[src/rtl/fp_addsub_pipe.sv]
// Three-stage pipelined floating-point add/subtract with valid/ready backpressure.
// Denormals flush to zero, rounding is truncation, infinities/NaNs force a signed infinity.
module fp_addsub_pipe #(
  parameter int EXP_W  = 8,
  parameter int FRAC_W = 23,
  parameter int TAG_W  = 4
) (
  input  logic                    clk,
  input  logic                    rst,
  input  logic                    in_valid,
  output logic                    in_ready,
  input  logic                    op,
  input  logic [EXP_W+FRAC_W:0]   a,
  input  logic [EXP_W+FRAC_W:0]   b,
  input  logic [TAG_W-1:0]        in_tag,
  output logic                    out_valid,
  input  logic                    out_ready,
  output logic [EXP_W+FRAC_W:0]   result,
  output logic [TAG_W-1:0]        out_tag,
  output logic                    flag_zero,
  output logic                    flag_ovf,
  output logic                    flag_uf
);

  localparam int W     = 1 + EXP_W + FRAC_W;
  localparam int MAN_W = FRAC_W + 1;
  localparam int SUM_W = FRAC_W + 2;
  localparam int LZ_W  = $clog2(MAN_W + 1);
  localparam int SE_W  = ((EXP_W > LZ_W) ? EXP_W : LZ_W) + 2;

  localparam logic [EXP_W-1:0]       EXP_ONES = '1;
  localparam logic [SUM_W-1:0]       SUM_ONE  = SUM_W'(1);
  localparam logic [LZ_W-1:0]        LZ_ONE   = LZ_W'(1);
  localparam logic signed [SE_W-1:0] SE_ONE   = SE_W'(1);
  localparam logic signed [SE_W-1:0] SE_ZERO  = '0;
  localparam logic signed [SE_W-1:0] EXP_MAX  = {{(SE_W-EXP_W){1'b0}}, EXP_ONES};

  typedef struct packed {
    logic [W-1:0] word;
    logic         zero;
    logic         ovf;
    logic         uf;
  } res_t;

  function automatic logic [LZ_W-1:0] lzc(input logic [MAN_W-1:0] x);
    logic [LZ_W-1:0] n;
    logic            found;
    n     = '0;
    found = 1'b0;
    for (int i = MAN_W - 1; i >= 0; i--) begin
      if (!found) begin
        if (x[i]) found = 1'b1;
        else      n = n + LZ_ONE;
      end
    end
    return n;
  endfunction

  // Saturating pack: exponent overflow becomes infinity, non-positive exponent flushes to signed zero.
  function automatic res_t pack_sat(input logic s, input logic signed [SE_W-1:0] e,
                                    input logic [FRAC_W-1:0] f);
    res_t r;
    r = '0;
    if (e >= EXP_MAX) begin
      r.word = {s, EXP_ONES, {FRAC_W{1'b0}}};
      r.ovf  = 1'b1;
    end else if (e <= SE_ZERO) begin
      r.word = {s, {(W-1){1'b0}}};
      r.uf   = 1'b1;
      r.zero = 1'b1;
    end else begin
      r.word = {s, e[EXP_W-1:0], f};
    end
    return r;
  endfunction

  logic vld_p0, vld_p1, vld_p2;
  logic ld_p0, ld_p1, ld_p2;

  assign ld_p2    = !vld_p2 || out_ready;
  assign ld_p1    = !vld_p1 || ld_p2;
  assign ld_p0    = !vld_p0 || ld_p1;
  assign in_ready = ld_p0;

  always_ff @(posedge clk) begin
    if (rst) begin
      vld_p0 <= 1'b0;
      vld_p1 <= 1'b0;
      vld_p2 <= 1'b0;
    end else begin
      if (ld_p0) vld_p0 <= in_valid;
      if (ld_p1) vld_p1 <= vld_p0;
      if (ld_p2) vld_p2 <= vld_p1;
    end
  end

  // ---- stage 1: unpack, flush denormals, order operands by magnitude ----
  logic             sa, sb_eff, a_big, a_inf, b_inf;
  logic [EXP_W-1:0] ea, eb;
  logic [FRAC_W-1:0] fa, fb;
  logic [MAN_W-1:0] man_a, man_b;

  assign {sa, ea, fa} = a;
  assign eb     = b[W-2:FRAC_W];
  assign fb     = b[FRAC_W-1:0];
  assign sb_eff = b[W-1] ^ op;
  assign man_a  = (ea == '0) ? '0 : {1'b1, fa};
  assign man_b  = (eb == '0) ? '0 : {1'b1, fb};
  assign a_big  = {ea, fa} >= {eb, fb};
  assign a_inf  = (ea == EXP_ONES);
  assign b_inf  = (eb == EXP_ONES);

  logic             sign_l_p0, sign_s_p0, spec_p0, spec_sign_p0;
  logic [EXP_W-1:0] exp_l_p0, shamt_p0;
  logic [MAN_W-1:0] man_l_p0, man_s_p0;
  logic [TAG_W-1:0] tag_p0;

  always_ff @(posedge clk) begin
    if (ld_p0 && in_valid) begin
      spec_p0      <= a_inf || b_inf;
      spec_sign_p0 <= a_inf ? sa : sb_eff;
      tag_p0       <= in_tag;
      if (a_big) begin
        sign_l_p0 <= sa;
        sign_s_p0 <= sb_eff;
        exp_l_p0  <= ea;
        shamt_p0  <= ea - eb;
        man_l_p0  <= man_a;
        man_s_p0  <= man_b;
      end else begin
        sign_l_p0 <= sb_eff;
        sign_s_p0 <= sa;
        exp_l_p0  <= eb;
        shamt_p0  <= eb - ea;
        man_l_p0  <= man_b;
        man_s_p0  <= man_a;
      end
    end
  end

  // ---- stage 2: align smaller mantissa (truncating) and add or subtract ----
  logic [SUM_W-1:0] man_l_ext, man_s_al, sum_s2;

  assign man_l_ext = {1'b0, man_l_p0};
  assign man_s_al  = (int'(shamt_p0) >= SUM_W) ? '0 : ({1'b0, man_s_p0} >> shamt_p0);
  assign sum_s2    = (sign_l_p0 == sign_s_p0) ? (man_l_ext + man_s_al)
                                              : (man_l_ext + (~man_s_al + SUM_ONE));

  logic             sign_p1, spec_p1, spec_sign_p1;
  logic [EXP_W-1:0] exp_p1;
  logic [SUM_W-1:0] sum_p1;
  logic [TAG_W-1:0] tag_p1;

  always_ff @(posedge clk) begin
    if (ld_p1 && vld_p0) begin
      sum_p1       <= sum_s2;
      sign_p1      <= sign_l_p0;
      exp_p1       <= exp_l_p0;
      spec_p1      <= spec_p0;
      spec_sign_p1 <= spec_sign_p0;
      tag_p1       <= tag_p0;
    end
  end

  // ---- stage 3: normalise, saturate and pack ----
  logic [LZ_W-1:0]        lz;
  logic signed [SE_W-1:0] exp_ext, lz_ext, exp_n;
  logic [FRAC_W-1:0]      frac_n;
  res_t                   res_s3;

  always_comb begin
    res_s3  = '0;
    lz      = lzc(sum_p1[MAN_W-1:0]);
    exp_ext = signed'({{(SE_W-EXP_W){1'b0}}, exp_p1});
    lz_ext  = signed'({{(SE_W-LZ_W){1'b0}}, lz});
    if (sum_p1[SUM_W-1]) begin
      exp_n  = exp_ext + SE_ONE;
      frac_n = sum_p1[FRAC_W:1];
    end else begin
      exp_n  = exp_ext - lz_ext;
      frac_n = sum_p1[FRAC_W-1:0] << lz;
    end
    if (spec_p1) begin
      res_s3.word = {spec_sign_p1, EXP_ONES, {FRAC_W{1'b0}}};
      res_s3.ovf  = 1'b1;
    end else if (sum_p1 == '0) begin
      res_s3.zero = 1'b1;
    end else begin
      res_s3 = pack_sat(sign_p1, exp_n, frac_n);
    end
  end

  res_t             res_p2;
  logic [TAG_W-1:0] tag_p2;

  always_ff @(posedge clk) begin
    if (ld_p2 && vld_p1) begin
      res_p2 <= res_s3;
      tag_p2 <= tag_p1;
    end
  end

  // Data registers carry no reset; outputs read as zero whenever no result is held.
  assign out_valid = vld_p2;
  assign result    = vld_p2 ? res_p2.word : '0;
  assign out_tag   = vld_p2 ? tag_p2      : '0;
  assign flag_zero = vld_p2 && res_p2.zero;
  assign flag_ovf  = vld_p2 && res_p2.ovf;
  assign flag_uf   = vld_p2 && res_p2.uf;

endmodule

[config.mk]
export PLATFORM = sky130hd
export DESIGN_NAME = fp_addsub_pipe
export DESIGN_NICKNAME = d
export VERILOG_FILES = /design/src/rtl/fp_addsub_pipe.sv
export SDC_FILE = /design/constraint.sdc
export NUM_CORES = 1
export LEC_CHECK = 0
export ABC_AREA = 1
export ABC_CLOCK_PERIOD_IN_PS = 40900
export BUFFER_PORTS_ARGS = -buffer_cell sky130_fd_sc_hd__buf_2
export CORE_MARGIN = 2
export CORE_UTILIZATION = 35
export CTS_CLUSTER_DIAMETER = 150
export CTS_CLUSTER_SIZE = 16
export DETAILED_ROUTE_END_ITERATION = 7
export PLACE_DENSITY = 0.49
export SYNTH_ARGS = -nofsm -noshare
export SYNTH_HDL_FRONTEND = slang
export SYNTH_SLANG_ARGS = --single-unit
[constraint.sdc]
create_clock -name clk -period 40.9 [get_ports clk]
set_input_delay 4.09 -clock clk [delete_from_list [all_inputs] [get_ports clk]]
set_output_delay 4.09 -clock clk [all_outputs]
set_load 0.03 [all_outputs]
==> out/results.tsv, run 1 <==
stage	metric	value	unit
global_routing	global-route wire length before repair	63.69	mm
routing	total iterations of the first detailed-routing run	5	
final_layout	# fillers	4313	
final_layout	Final #Nets	2295	
floorplan	CORE AREA	40740	um2
worst_setup_path	Critical-path top delay cell	nand2_1	
worst_setup_path	R2R Setup Slk	24.82	ns
clock_network	CTS Buffer Depth	2	
worst_setup_path	Crit path max-delay family	adder cells	
pwr	maximum VDD drop	0.02484	mV
final_layout	share of post-route cells with drive strength above 1	11.11	%
floorplan	Die X	207.0	um
synth	Async S/R FF share, synth	0	%
worst_setup_path	CP Depth	96	
floorplan	die area	42860	um2
final_layout	final instance area	16050	um2
final_layout	ant diodes	0	
worst_setup_path	Critical path buffers and inverters	20	
floorplan	Rows	74	
timing	minimum clock period after layout	16.08	ns
clock_network	PostCTS Resize Cnt	0	
clock_network	setup bufs post-CTS	0	
global_routing	grt total ovfl	0	
synth	sequential-to-total area share from yosys stat	31.85	%
timing	final hold vios	0	
pwr	PwrDens	33.48	nW/um2
synth	Post-synth EDFFs	151	
floorplan	IO Pins	114	
synth	Yosys warnings	0	
clock_network	TritonCTS clock tree	yes	
routing	routed via count	12918	
synth	Synth Flop Type	edfxtp_1	
synth	cell area after synthesis	14430	um2
worst_setup_path	Req. time, crit path	41.09	ns
clock_network	CTS Sinks	154	
routing	WL/cell	14.55	um
global_routing	vias in the first global route	12619	
timing	RSZ-0062 raised after global routing	false	
routing	drt total wl	38.52	mm
placed_design	GP Congestion	0.9134	
timing	Pins Over Slew Limit	0	
worst_setup_path	CP Capture Type	flop	
timing	final setup fails	0	
placed_design	post-DP HPWL	31.70	mm
global_routing	initial antenna violation count	0	
placed_design	placed cells	2616	
worst_setup_path	worst-path fanout max	21	
worst_setup_path	Crit path top cell by count	nand2_1	
clock_network	CTS buffer count	17	
global_routing	Total GRT Usage	18.12	%
min_path	Hold Crit Depth	0	
timing	Final period util	39.33	%
clock_network	H-Tree Depth	4	
synth	Synth Instances	2024	
timing	Worst-Margin Slew	1.067	ns
timing	Setup Total Neg Slack	0	ns
worst_setup_path	Worst path max stage delay	0.54	ns
routing	drt drc	0	
routing	initial DRC count	748	
final_layout	Area growth syn-to-layout	11.25	%
floorplan	Die H	207.0	um
routing	via/cell ratio	4.878	
clock_network	clk_lat worst skew	0.44	ns
timing	Fmax achieved	62.17	MHz
worst_setup_path	kind of critical path	reg2reg	
worst_setup_path	crit path DAT	16.27	ns
worst_setup_path	r2r startpoint	sum_p1[21]	
clock_network	Worst-path clk slew	0.07	ns
timing	Worst Skew	0.01278	ns
placed_design	placed cell area	15450	um2
placed_design	port bufs	113	
worst_setup_path	CP endpoint	res_p2[21]	
worst_setup_path	reg2reg end	res_p2[21]	
routing	antenna viol nets, final	0	
min_path	worst min path class	reg2reg	
worst_setup_path	Reg2Reg Depth	96	
worst_setup_path	crit path launch	sum_p1[21]	
clock_network	# hold bufs at CTS	0	
global_routing	pin count of the biggest net entering global routing	71	
run_status	status	completed	
synth	Distinct cells, synth	60	
final_layout	Non-Filler Instances	2648	
pwr	Leak Pwr	8.142	nW
synth	syn nets	2216	
clock_network	Clk Tree Root Cell	clkbuf_16	
job	MaxCap Viol Count	0	
synth	syn avg cell area	7.128	um2
floorplan	Initial Util	35.41	%
placed_design	worst slack at placement	24.91	ns
timing	final setup margin	24.82	ns
synth	Yosys reg bits	154	
worst_setup_path	critical path launch point type	flop	
timing	Worst slew margin	28.68	%
-- worst min-delay path by stage --
stage	start	to	slack [ns]
finish	tag_p0[0]	tag_p1[0]	0.42
global route	tag_p1[1]	tag_p2[1]	0.43
CTS	tag_p0[1]	tag_p1[1]	0.42
detailed placement	tag_p0[1]	tag_p1[1]	0.41
global placement	tag_p0[1]	tag_p1[1]	0.40
floorplan	exp_l_p0[0]	exp_p1[0]	0.40
-- final cells by class --
| class | instances | area (um2) | share of cell area, % |
|---|---|---|---|
| repair buffers | 124 | 648.1 | 4.038 |
| flip-flops and latches | 154 | 4594 | 28.63 |
| clock inverters | 15 | 175.2 | 1.091 |
| clock buffers | 17 | 425.4 | 2.651 |
| well taps | 532 | 665.6 | 4.148 |
| multi-input cells | 1439 | 8160 | 50.85 |
| inverters | 367 | 1380 | 8.599 |
-- through the flow --
stage | hold slack (ns) | utilization, % | power [mW]
floorplan | 0.4003 | - | 0.3324
global placement | 0.4013 | 37.92 | 0.3806
detailed placement | 0.4061 | 37.92 | 0.3822
CTS | 0.4235 | 39.40 | 0.5440
global route | 0.4312 | 39.40 | 0.5761
finish | 0.4201 | 39.40 | 0.5372
-- cell usage after synthesis (15+ instances only) --
library cell | n | area, um2
inv_2 | 15 | 56.30
inv_1 | 347 | 1303
clkbuf_1 | 45 | 168.9
nand4_1 | 22 | 137.6
nor2_1 | 136 | 510.5
a21oi_1 | 118 | 590.6
ha_1 | 114 | 1426
nand3_1 | 137 | 685.7
o21ai_0 | 144 | 720.7
o22ai_1 | 52 | 325.3
xor2_1 | 32 | 280.3
edfxtp_1 | 151 | 4534
nand2_1 | 496 | 1862
-- layout by cell type (no fill, tap or decap), types with 8 or more instances in the layout --
cell type,count
nor4_1,8
nor2_2,10
nor3_1,8
o22ai_1,52
o21ai_1,12
o31ai_1,14
inv_1,346
a21oi_1,117
buf_4,11
nor2_1,136
nand2_1,496
nand2_2,9
nand4_1,22
o21ai_0,144
clkbuf_16,17
ha_1,114
o211ai_1,14
buf_2,113
mux2i_1,12
edfxtp_1,151
nand3_1,137
xor2_1,32
nor2_4,10
inv_2,16
-- power breakdown --
part           total, mW  internal (mW)  switching [mW]
combinational      0.169         0.0575           0.112
clock              0.160         0.0873          0.0723
sequential         0.209          0.193          0.0151
total              0.537          0.338           0.199
-- layer usage --
layer | vias to the layer above | share of wire [%] | GRT usage [%] | routed length, um
met3 | 32 | 2.5 | 2.107 | 973
li1 | 6841 | - | - | -
met1 | 5844 | 48 | 23.77 | 18410
met2 | 201 | 48 | 31.57 | 18430
met4 | 0 | 1.8 | 4.754 | 704
met5 | - | 0 | 0 | 0
-- sequential cells by signal, indices dropped and copies added (netlist names), 4 cells and up --
signal / count
man_s_p0: 24
exp_p1: 8
tag_p1: 4
res_p2: 35
man_l_p0: 24
tag_p2: 4
tag_p0: 4
shamt_p0: 8
exp_l_p0: 8
sum_p1: 25
-- worst reg2reg max path, delay by kind of cell (launching register included) --
family	cells	cell delay, ns
adder cells (fa/ha/maj)	21	5.98
AO/OA/AOI/OAI	23	3.88
AND/OR/NAND/NOR	31	3.72
buffers and inverters	20	1.67
flip-flops	1	0.49
XOR/XNOR	1	0.13
-- cell families (layout without fill, tap and decap cells) --
logic type	Yosys count	in the layout	share of synthesized area, %
compound gates	400	400	15.73
xor+xnor	40	40	2.428
fa+ha+maj	119	119	10.58
buf+inv	431	523	11.72
flops	154	154	31.85
mux	12	12	0.8326
simple gates	868	868	26.86
Power figures use the tool's default switching activity.
==> run 2, diff against run 1 <==
- ABC_CLOCK_PERIOD_IN_PS: 40900 -> 14800
- clock period: 40.9 -> 14.8 ns (I/O delays scaled with it)
==> run 2 against run 1 <==
Effect of this change:
- first-iteration DRC count decreased by 8.6%
- global-route usage grew 0.17 points
- via count up 0.26%
- worst hold slack got worse by 0.0023 ns
- sequential power increased to 2.8 times the previous value
- critical endpoint is now res_p2[15]
- maximum frequency rose by 16%
- sequential share of layout area is 0.62 points lower
- die area did not move
- utilization rose by 0.87 points
- largest power group unchanged
==> out/results.tsv, run 2 (synthesis results as in run 1) <==
stage	metric	value	unit
worst_setup_path	Crit path top cell by count	ha_1	
worst_setup_path	CP Capture Type	flop	
placed_design	placed cell area	15490	um2
timing	minimum clock period after layout	13.86	ns
global_routing	grt total ovfl	0	
final_layout	Largest register FFs	35	
worst_setup_path	crit path DAT	14.05	ns
final_layout	most frequent cells in the layout	491 x nand2_1, 344 x inv_1, 151 x edfxtp_1, 137 x nand3_1	
global_routing	initial antenna violation count	0	
final_layout	ant diodes	0	
timing	Fmax achieved	72.15	MHz
final_layout	commonest non-fill, non-tap cell in the layout	nand2_1	
clock_network	H-Tree Depth	4	
clock_network	CTS Sinks	154	
global_routing	Total GRT Usage	18.29	%
pwr	Power Total	1.531	mW
clock_network	clk_lat worst skew	0.44	ns
clock_network	Clk Tree Root Cell	clkbuf_16	
clock_network	# hold bufs at CTS	0	
clock_network	TritonCTS clock tree	yes	
worst_setup_path	Req. time, crit path	14.99	ns
floorplan	Rows	74	
final_layout	multi-input logic area	8346	um2
timing	final setup fails	0	
final_layout	Area growth syn-to-layout	13.71	%
timing	Worst-Margin Slew	1.070	ns
worst_setup_path	Worst path max stage delay	0.46	ns
routing	via/cell ratio	4.860	
timing	Setup Total Neg Slack	0	ns
clock_network	CTS buffer count	17	
final_layout	share of post-route cells with drive strength above 1	13.13	%
final_layout	# fillers	4365	
final_layout	most flop-heavy register	res_p2	
routing	routed via count	12952	
timing	final hold vios	0	
pwr	PwrDens	93.36	nW/um2
final_layout	total area of sequential cells	4594	um2
clock_network	Worst-path clk slew	0.07	ns
placed_design	port bufs	113	
floorplan	Die X	207.0	um
floorplan	Initial Util	35.41	%
floorplan	IO Pins	114	
floorplan	Die H	207.0	um
worst_setup_path	reg2reg end	res_p2[15]	
worst_setup_path	R2R Setup Slk	0.94	ns
clock_network	CTS Buffer Depth	2	
global_routing	pin count of the biggest net entering global routing	68	
routing	WL/cell	14.62	um
timing	Worst slew margin	28.44	%
routing	initial DRC count	684	
worst_setup_path	worst-path fanout max	8	
timing	Pins Over Slew Limit	0	
worst_setup_path	Critical-path top delay cell	edfxtp_1	
routing	drt total wl	38.95	mm
final_layout	final instance area	16400	um2
min_path	worst min path class	reg2reg	
min_path	worst hold endpoint	tag_p2[2]	
routing	antenna viol nets, final	0	
pwr	Leak Pwr	8.255	nW
final_layout	Top Registers	res_p2 (35), sum_p1 (25)	
routing	drt drc	0	
worst_setup_path	Reg2Reg Depth	94	
worst_setup_path	r2r startpoint	sum_p1[22]	
floorplan	CORE AREA	40740	um2
job	MaxCap Viol Count	0	
final_layout	Final #Nets	2312	
routing	total iterations of the first detailed-routing run	5	
global_routing	vias in the first global route	12699	
global_routing	global-route wire length before repair	64.23	mm
timing	Worst Skew	0.01682	ns
placed_design	post-DP HPWL	31.78	mm
floorplan	die area	42860	um2
worst_setup_path	kind of critical path	reg2reg	
min_path	min-delay src	tag_p1[2]	
min_path	Hold Crit Depth	0	
worst_setup_path	critical path launch point type	flop	
placed_design	GP Congestion	0.8820	
pwr	maximum VDD drop	0.06598	mV
timing	Final period util	93.65	%
run_status	status	completed	
## run 2: cell types whose count changed in the layout (fill, tap and decap cells not counted), moves of 3 or more
cell / delta
ha_1: -4
buf_4: +15
nand2_2: +5
o21ai_0: -9
a21oi_2: +3
a21oi_1: -4
o21ai_2: +7
ha_4: +4
nand2_1: -5
## run 2: critical path, delay by kind of cell (launching register included)
kind / cells / cell delay, ns
fa+ha+maj: 22 / 5.96
flops: 1 / 0.46
buf+inv: 18 / 1.25
compound gates: 23 / 2.86
xor+xnor: 1 / 0.11
simple gates: 30 / 2.93
## run 2: through the flow
step / hold WS (ns) / setup WS, ns / utilization (%) / instances
final: 0.4177 / 0.9395 / 40.27 / 2665
after global placement: 0.4025 / 0.2989 / 38.03 / 2622
after detailed placement: 0.4045 / -0.2311 / 38.03 / 2622
after floorplan: 0.4003 / 0.7626 / - / 2024
after global routing: 0.4300 / -0.02169 / 40.27 / 2665
after CTS: 0.4210 / 0.03757 / 39.61 / 2655
## run 2: worst max-delay path by stage
stage                       to  slack (ns)  cells past startpoint  startpoint
CTS                 res_p2[15]        0.04                     95  sum_p1[22]
detailed placement  res_p2[20]       -0.23                     92  sum_p1[21]
floorplan           res_p2[10]        0.76                     92  sum_p1[21]
global placement    res_p2[18]        0.30                     90  sum_p1[21]
global route        res_p2[24]       -0.02                     95  sum_p1[21]
finish              res_p2[15]        0.94                     94  sum_p1[22]
## run 2: repair_timing
action,in CTS,in global routing
resized for setup,4,47
cloned,0,1
setup endpoints to repair,31,34
buffers inserted,1,9
pin swaps,0,17
## run 2: layout make-up
type | instances | share of cell area, %
Tap cell | 532 | 4.058
Inverter | 367 | 8.443
Multi-Input combinational cell | 1439 | 50.87
Clock inverter | 15 | 1.251
Timing Repair Buffer | 141 | 4.775
Clock buffer | 17 | 2.593
Sequential cell | 154 | 28.01
## run 2: per-layer routing
layer | GRT usage, % | wire length, um | part of all wire, %
met4 | 5.591 | 858 | 2.2
met5 | 0 | 0 | 0
met3 | 2.365 | 967 | 2.5
met1 | 23.94 | 18360 | 47
met2 | 31.37 | 18770 | 48
## run 2: report_power, final
part           internal, mW  switching, mW  leakage (nW)
combinational         0.170          0.317          6.47
sequential            0.535         0.0443          1.49
clock                 0.272          0.194         0.302
total                 0.976          0.555          8.26
